<file path="src/rtl/fsm_counter_pkg.sv">
// Shared state encoding and default parameter values for the counter FSM.
package fsm_counter_pkg;

  localparam int unsigned DEF_WIDTH     = 8;
  localparam int unsigned DEF_MAX_VAL   = 255;
  localparam int unsigned DEF_SKIP_VAL  = 5;
  localparam int unsigned DEF_WRAP_MODE = 1;

  localparam int unsigned STATE_W = 2;

  typedef enum logic [STATE_W-1:0] {
    ST_IDLE  = 2'd0,
    ST_COUNT = 2'd1,
    ST_PAUSE = 2'd2,
    ST_DONE  = 2'd3
  } state_e;

endpackage

</file>
<file path="src/rtl/fsm_counter_v3.sv">
// Up-counter FSM with skip-load, pause, and wrap-or-stop terminal handling.
// Every output is a register that is loaded from the next-state logic.
module fsm_counter_v3
  import fsm_counter_pkg::*;
#(
  parameter int unsigned WIDTH     = DEF_WIDTH,
  parameter int unsigned MAX_VAL   = DEF_MAX_VAL,
  parameter int unsigned SKIP_VAL  = DEF_SKIP_VAL,
  parameter int unsigned WRAP_MODE = DEF_WRAP_MODE
) (
  input  logic               clk,
  input  logic               rstn,
  input  logic               start,
  input  logic               skip,
  input  logic               pause,
  output logic [WIDTH-1:0]   count_out,
  output logic               skip_hit,
  output logic               wrap_pulse,
  output logic               done,
  output logic               busy,
  output logic [STATE_W-1:0] state_out
);

  // Reject parameter sets that could not be represented or reached.
  if (WIDTH == 0) begin : g_bad_width
    $error("fsm_counter_v3: WIDTH must be at least 1");
  end
  if (MAX_VAL == 0) begin : g_bad_max_low
    $error("fsm_counter_v3: MAX_VAL must be at least 1");
  end
  if ((WIDTH < 32) && (MAX_VAL > ((32'd1 << WIDTH) - 32'd1))) begin : g_bad_max_high
    $error("fsm_counter_v3: MAX_VAL does not fit in WIDTH bits");
  end
  if (SKIP_VAL > MAX_VAL) begin : g_bad_skip
    $error("fsm_counter_v3: SKIP_VAL must not exceed MAX_VAL");
  end
  if (WRAP_MODE > 1) begin : g_bad_wrap
    $error("fsm_counter_v3: WRAP_MODE must be 0 or 1");
  end

  localparam logic [WIDTH-1:0] MAX_W  = WIDTH'(MAX_VAL);
  localparam logic [WIDTH-1:0] SKIP_W = WIDTH'(SKIP_VAL);
  localparam logic [WIDTH-1:0] ONE_W  = WIDTH'(1);

  state_e           state_q;
  state_e           state_d;
  logic [WIDTH-1:0] count_d;
  logic             skip_hit_d;
  logic             wrap_pulse_d;
  logic             done_d;
  logic             busy_d;

  // State and output registers, all on the single asynchronous reset.
  always_ff @(posedge clk or negedge rstn) begin
    if (!rstn) begin
      state_q    <= ST_IDLE;
      count_out  <= '0;
      skip_hit   <= 1'b0;
      wrap_pulse <= 1'b0;
      done       <= 1'b0;
      busy       <= 1'b0;
    end else begin
      state_q    <= state_d;
      count_out  <= count_d;
      skip_hit   <= skip_hit_d;
      wrap_pulse <= wrap_pulse_d;
      done       <= done_d;
      busy       <= busy_d;
    end
  end

  // Next state and next outputs; priority is start=0, then skip, then pause.
  always_comb begin
    state_d      = state_q;
    count_d      = count_out;
    skip_hit_d   = 1'b0;
    wrap_pulse_d = 1'b0;
    done_d       = 1'b0;

    if (!start) begin
      state_d = ST_IDLE;
      count_d = '0;
    end else begin
      unique case (state_q)
        ST_IDLE: begin
          state_d = ST_COUNT;
          count_d = '0;
        end
        ST_COUNT, ST_PAUSE: begin
          if (skip) begin
            state_d    = ST_COUNT;
            count_d    = SKIP_W;
            skip_hit_d = 1'b1;
          end else if (state_q == ST_PAUSE) begin
            // Leaving pause spends one cycle in COUNT before the next increment.
            if (!pause) begin
              state_d = ST_COUNT;
            end
          end else if (pause) begin
            state_d = ST_PAUSE;
          end else if (count_out >= MAX_W) begin
            if (WRAP_MODE != 0) begin
              count_d      = '0;
              wrap_pulse_d = 1'b1;
            end else begin
              state_d = ST_DONE;
              count_d = MAX_W;
              done_d  = 1'b1;
            end
          end else begin
            count_d = count_out + ONE_W;
          end
        end
        ST_DONE: begin
          done_d = 1'b1;
        end
        default: begin
          state_d = ST_IDLE;
          count_d = '0;
        end
      endcase
    end

    busy_d = (state_d != ST_IDLE);
  end

  assign state_out = state_q;

endmodule

</file>
<file path="config.mk">
export PLATFORM = sky130hd
export DESIGN_NAME = fsm_counter_v3
export DESIGN_NICKNAME = d
export VERILOG_FILES = /design/src/rtl/fsm_counter_pkg.sv /design/src/rtl/fsm_counter_v3.sv
export SDC_FILE = /design/constraint.sdc
export NUM_CORES = 1
export LEC_CHECK = 0
export CAP_MARGIN = 20
export CORE_AREA = 2 2 44 46
export DETAILED_ROUTE_END_ITERATION = 10
export DIE_AREA = 0 0 46 48
export PLACE_DENSITY = 0.78
export REMOVE_ABC_BUFFERS = 1
export SETUP_SLACK_MARGIN = 0.05
export SLEW_MARGIN = 0
export SYNTH_ARGS = -nofsm -noshare
export SYNTH_HDL_FRONTEND = slang
export SYNTH_SLANG_ARGS = --single-unit
</file>
<file path="constraint.sdc">
create_clock -name clk -period 3.85 [get_ports clk]
set_input_delay 0.5775 -clock clk [delete_from_list [all_inputs] [get_ports clk]]
set_output_delay 0.5775 -clock clk [all_outputs]
set_load 0.005 [all_outputs]
</file>
==> key figures <==
Clocking
  • Post-CTS Setup Bufs: 0
  • CTS Buf Count: 3
  • CTS tree: built
  • CTS Hold Buffers Added: 0
  • # H-tree levels: 1
  • Max Root-Sink Buffers: 2
  • Clk slew on worst S/H paths: about 0.09 ns
  • Worst-Skew Late Latency: between 0.2 and 0.3 ns
  • PostCTS Resize Cnt: 0
  • Sink Count: 14
  • Clock root cell: clkbuf_4

Finish
  • Core Util, Final: between 60% and 70%
  • Layout cell share with drive strength beyond 1: between 7 and 8%
  • Syn-to-layout area delta: 24.7%
  • Layout Nets: between 100 and 150
  • ANT cells: 0

Synth
  • Top cells by count, synth: 14 x dfrtp_1, 13 x nor2_1, 9 x nand2_1
  • Mean post-synth cell area: 9.34 sq um
  • Synth Flop Type: dfrtp_1
  • EDFF count, synth: 0
  • Synth async-reset ratio: 100%
  • Mapped cell area: approximately 850 sq um
  • Seq/Total Area, Yosys: between 40% and 50%
  • Area share of the largest cell type after synthesis: between 40% and 50%
  • Synth warn: 0
  • Synth area leaders: dfrtp_1 41%, ha_1 8.8%, nor2_1 5.7%
  • Gate Count Post-Synth: 91
  • #FFs+latches synth: 14
  • Yosys cell types: 32
  • Post-synth top area cell: dfrtp_1
  • Count leader, synth: dfrtp_1

Placement
  • Placer congestion estimate: between 0.8 and 0.9
  • I/O Buffers: 18
  • HPWL after DPL: approximately 1300 um

Worst setup path
  • Setup slack, reg-to-reg: about 1.6 ns
  • Crit start category: flop
  • R2r endpoint: count_out[7]
  • Critical Path RT: around 4.0 ns
  • Arr. time, crit path: 2.42 ns
  • Crit end category: flop
  • Critical-path maximum fanout: 11
  • Kind of critical path: flop to flop
  • Worst r2r src: state_out[1]
  • Worst R2R Path Depth: 6

Global routing
  • Total gr overflow: 0
  • First-pass GRT wire length: between 2000 and 3000 um
  • Initial antenna violation count: 0
  • Pin count of the biggest net entering global routing: 15
  • Vias in the first global route: ~660
  • Total GRT Usage: between 10% and 20%

STA
  • Worst slew pin tran: around 0.65 ns
  • Fmax: between 400 and 500 MHz
  • RSZ-0062 raised after global routing: no
  • Fin. Hold Viols: 0
  • Setup_tns: 0 ns
  • Setup Skew: ~0.0028 ns
  • Setup violators final: 0
  • Final period demand of the worst path: approximately 2.2 ns
  • Period utilisation layout: 58.0%
  • Max-slew violation count: 0
  • Slew HR: approximately 57%

Floorplanning
  • Initial Util: about half
  • # rows: 15
  • CORE AREA: 1690 sq um
  • Num ports: 19
  • DIE AREA: around 2200 sq um
  • Die width: ~46 um
  • Die Y: 48 um

Hold path
  • Hold EP: count_out[1]
  • Hold crit path type: flop to flop
  • Worst Hold Depth: 2
  • Hold_sp: count_out[1]

Routing
  • WL per Instance: 14.2 um
  • DRC viols: 0
  • DR vias/cell: approximately 5.9
  • Antenna Nets Post-Route: 0
  • Drt pass-1 iters: 4
  • Via count: 750
  • Drt initial violations: 39
  • Drt total wl: 1800 um

Power
  • Leak Pwr: between 0.4 and 0.5 nW
  • PwrDens: roughly 370 nW/um^2
  • Peak VDD IR: approximately 0.25 mV

Run
  • Max-Cap Viols: 0

Status
  • Status: finished clean
-- per-layer routing --
| layer | routed length (um) | vias up | GRT usage (%) |
|---|---|---|---|
| met5 | 0 | - | 0 |
| met4 | 28 | 0 | 8.57 |
| met3 | 91 | 5 | 3.40 |
| met2 | 832 | 23 | 30.3 |
| met1 | 847 | 358 | 24.0 |
| li1 | - | 364 | - |
-- kinds of logic (layout without fill, tap and decap cells) --
logic type | after synthesis | count (layout) | share of synthesized area [%]
DFF | 14 | 14 | 41.2
and+or+nand+nor | 42 | 42 | 25.2
adders and majority gates | 7 | 7 | 10.0
buffers and inverters | 8 | 27 | 5.45
AOI/OAI and AO/OA | 20 | 20 | 18.1
-- per-stage QoR --
stage | setup slack (ns) | hold WS, ns | instance area (sq um) | instances | power [mW]
2_1_floorplan | 1.85 | 0.282 | 822 | 88 | 0.238
3_3_place_gp | 1.48 | 0.547 | 1020 | 123 | 0.287
3_5_place_dp | 1.44 | 0.550 | 1020 | 123 | 0.290
4_1_cts | 1.63 | 0.567 | 1060 | 127 | 0.397
5_1_grt | 1.36 | 0.618 | 1060 | 127 | 0.419
6_report | 1.62 | 0.566 | 1060 | 127 | 0.397
-- state kept, by name (all words and copies together), names as in the netlist --
register    cells
busy            1
skip_hit        1
wrap_pulse      1
state_out       2
count_out       8
done            1
-- cells in the final DEF, fill, tap and decap left out --
| cell | synthesis | routed |
|---|---|---|
| and3_1 | 1 | 1 |
| a221oi_4 | 1 | 1 |
| nor4_1 | 3 | 3 |
| o21bai_1 | 1 | 1 |
| or3_1 | 1 | 1 |
| ha_1 | 6 | 6 |
| nand3_1 | 5 | 5 |
| inv_1 | 5 | 5 |
| a22oi_1 | 1 | 1 |
| and2_1 | 1 | 1 |
| clkbuf_8 | 0 | 1 |
| nand2b_1 | 1 | 1 |
| clkbuf_4 | 0 | 3 |
| or4_1 | 1 | 1 |
| nor2_1 | 13 | 13 |
| maj3_1 | 1 | 1 |
| a31oi_1 | 3 | 3 |
| nand4_1 | 1 | 1 |
| o31a_1 | 1 | 1 |
| nand2_1 | 9 | 9 |
| dfrtp_1 | 14 | 14 |
| a21o_1 | 1 | 1 |
| and2b_2 | 1 | 1 |
| a2111oi_2 | 1 | 1 |
| o31ai_1 | 1 | 1 |
| and3b_1 | 1 | 1 |
| a21oi_1 | 4 | 4 |
| o21ai_0 | 5 | 5 |
| and4_1 | 2 | 2 |
| clkdlybuf4s50_1 | 0 | 18 |
| nor2b_1 | 1 | 1 |
| o22a_2 | 1 | 1 |
| nand3b_1 | 1 | 1 |
-- critical path, cell delays in order (launching register included) --
cell	delay, ns
dfrtp_1	0.52
inv_1	0.09
ha_1	0.35
nor2_1	0.30
o31a_1	0.40
a21oi_1	0.16
nor4_1	0.31
-- worst max-delay path by stage --
stage | endpoint | from | cells past startpoint | slack (ns)
after floorplan | count_out[4] | state_out[0] | 6 | 1.85
after global placement | count_out[5] | start | 5 | 1.48
after detailed placement | count_out[5] | start | 5 | 1.44
after CTS | count_out[7] | state_out[1] | 6 | 1.63
after global routing | count_out[7] | state_out[1] | 6 | 1.36
final | count_out[7] | state_out[1] | 6 | 1.62
-- cell type report --
type	instances	area [sq um]
Fill cell	144	629
Timing Repair Buffer	18	180
Sequential cell	14	350
Multi-Input combinational cell	69	453
Inverter	5	18.8
Tap cell	17	21.3
Clock buffer	4	36.3
-- power by group --
part           switching, mW  leakage, nW  internal [mW]
sequential            0.0158        0.190          0.160
combinational         0.0595        0.256         0.0534
clock                 0.0511       0.0210         0.0576
Note: power is estimated with default switching activity, not from simulation.
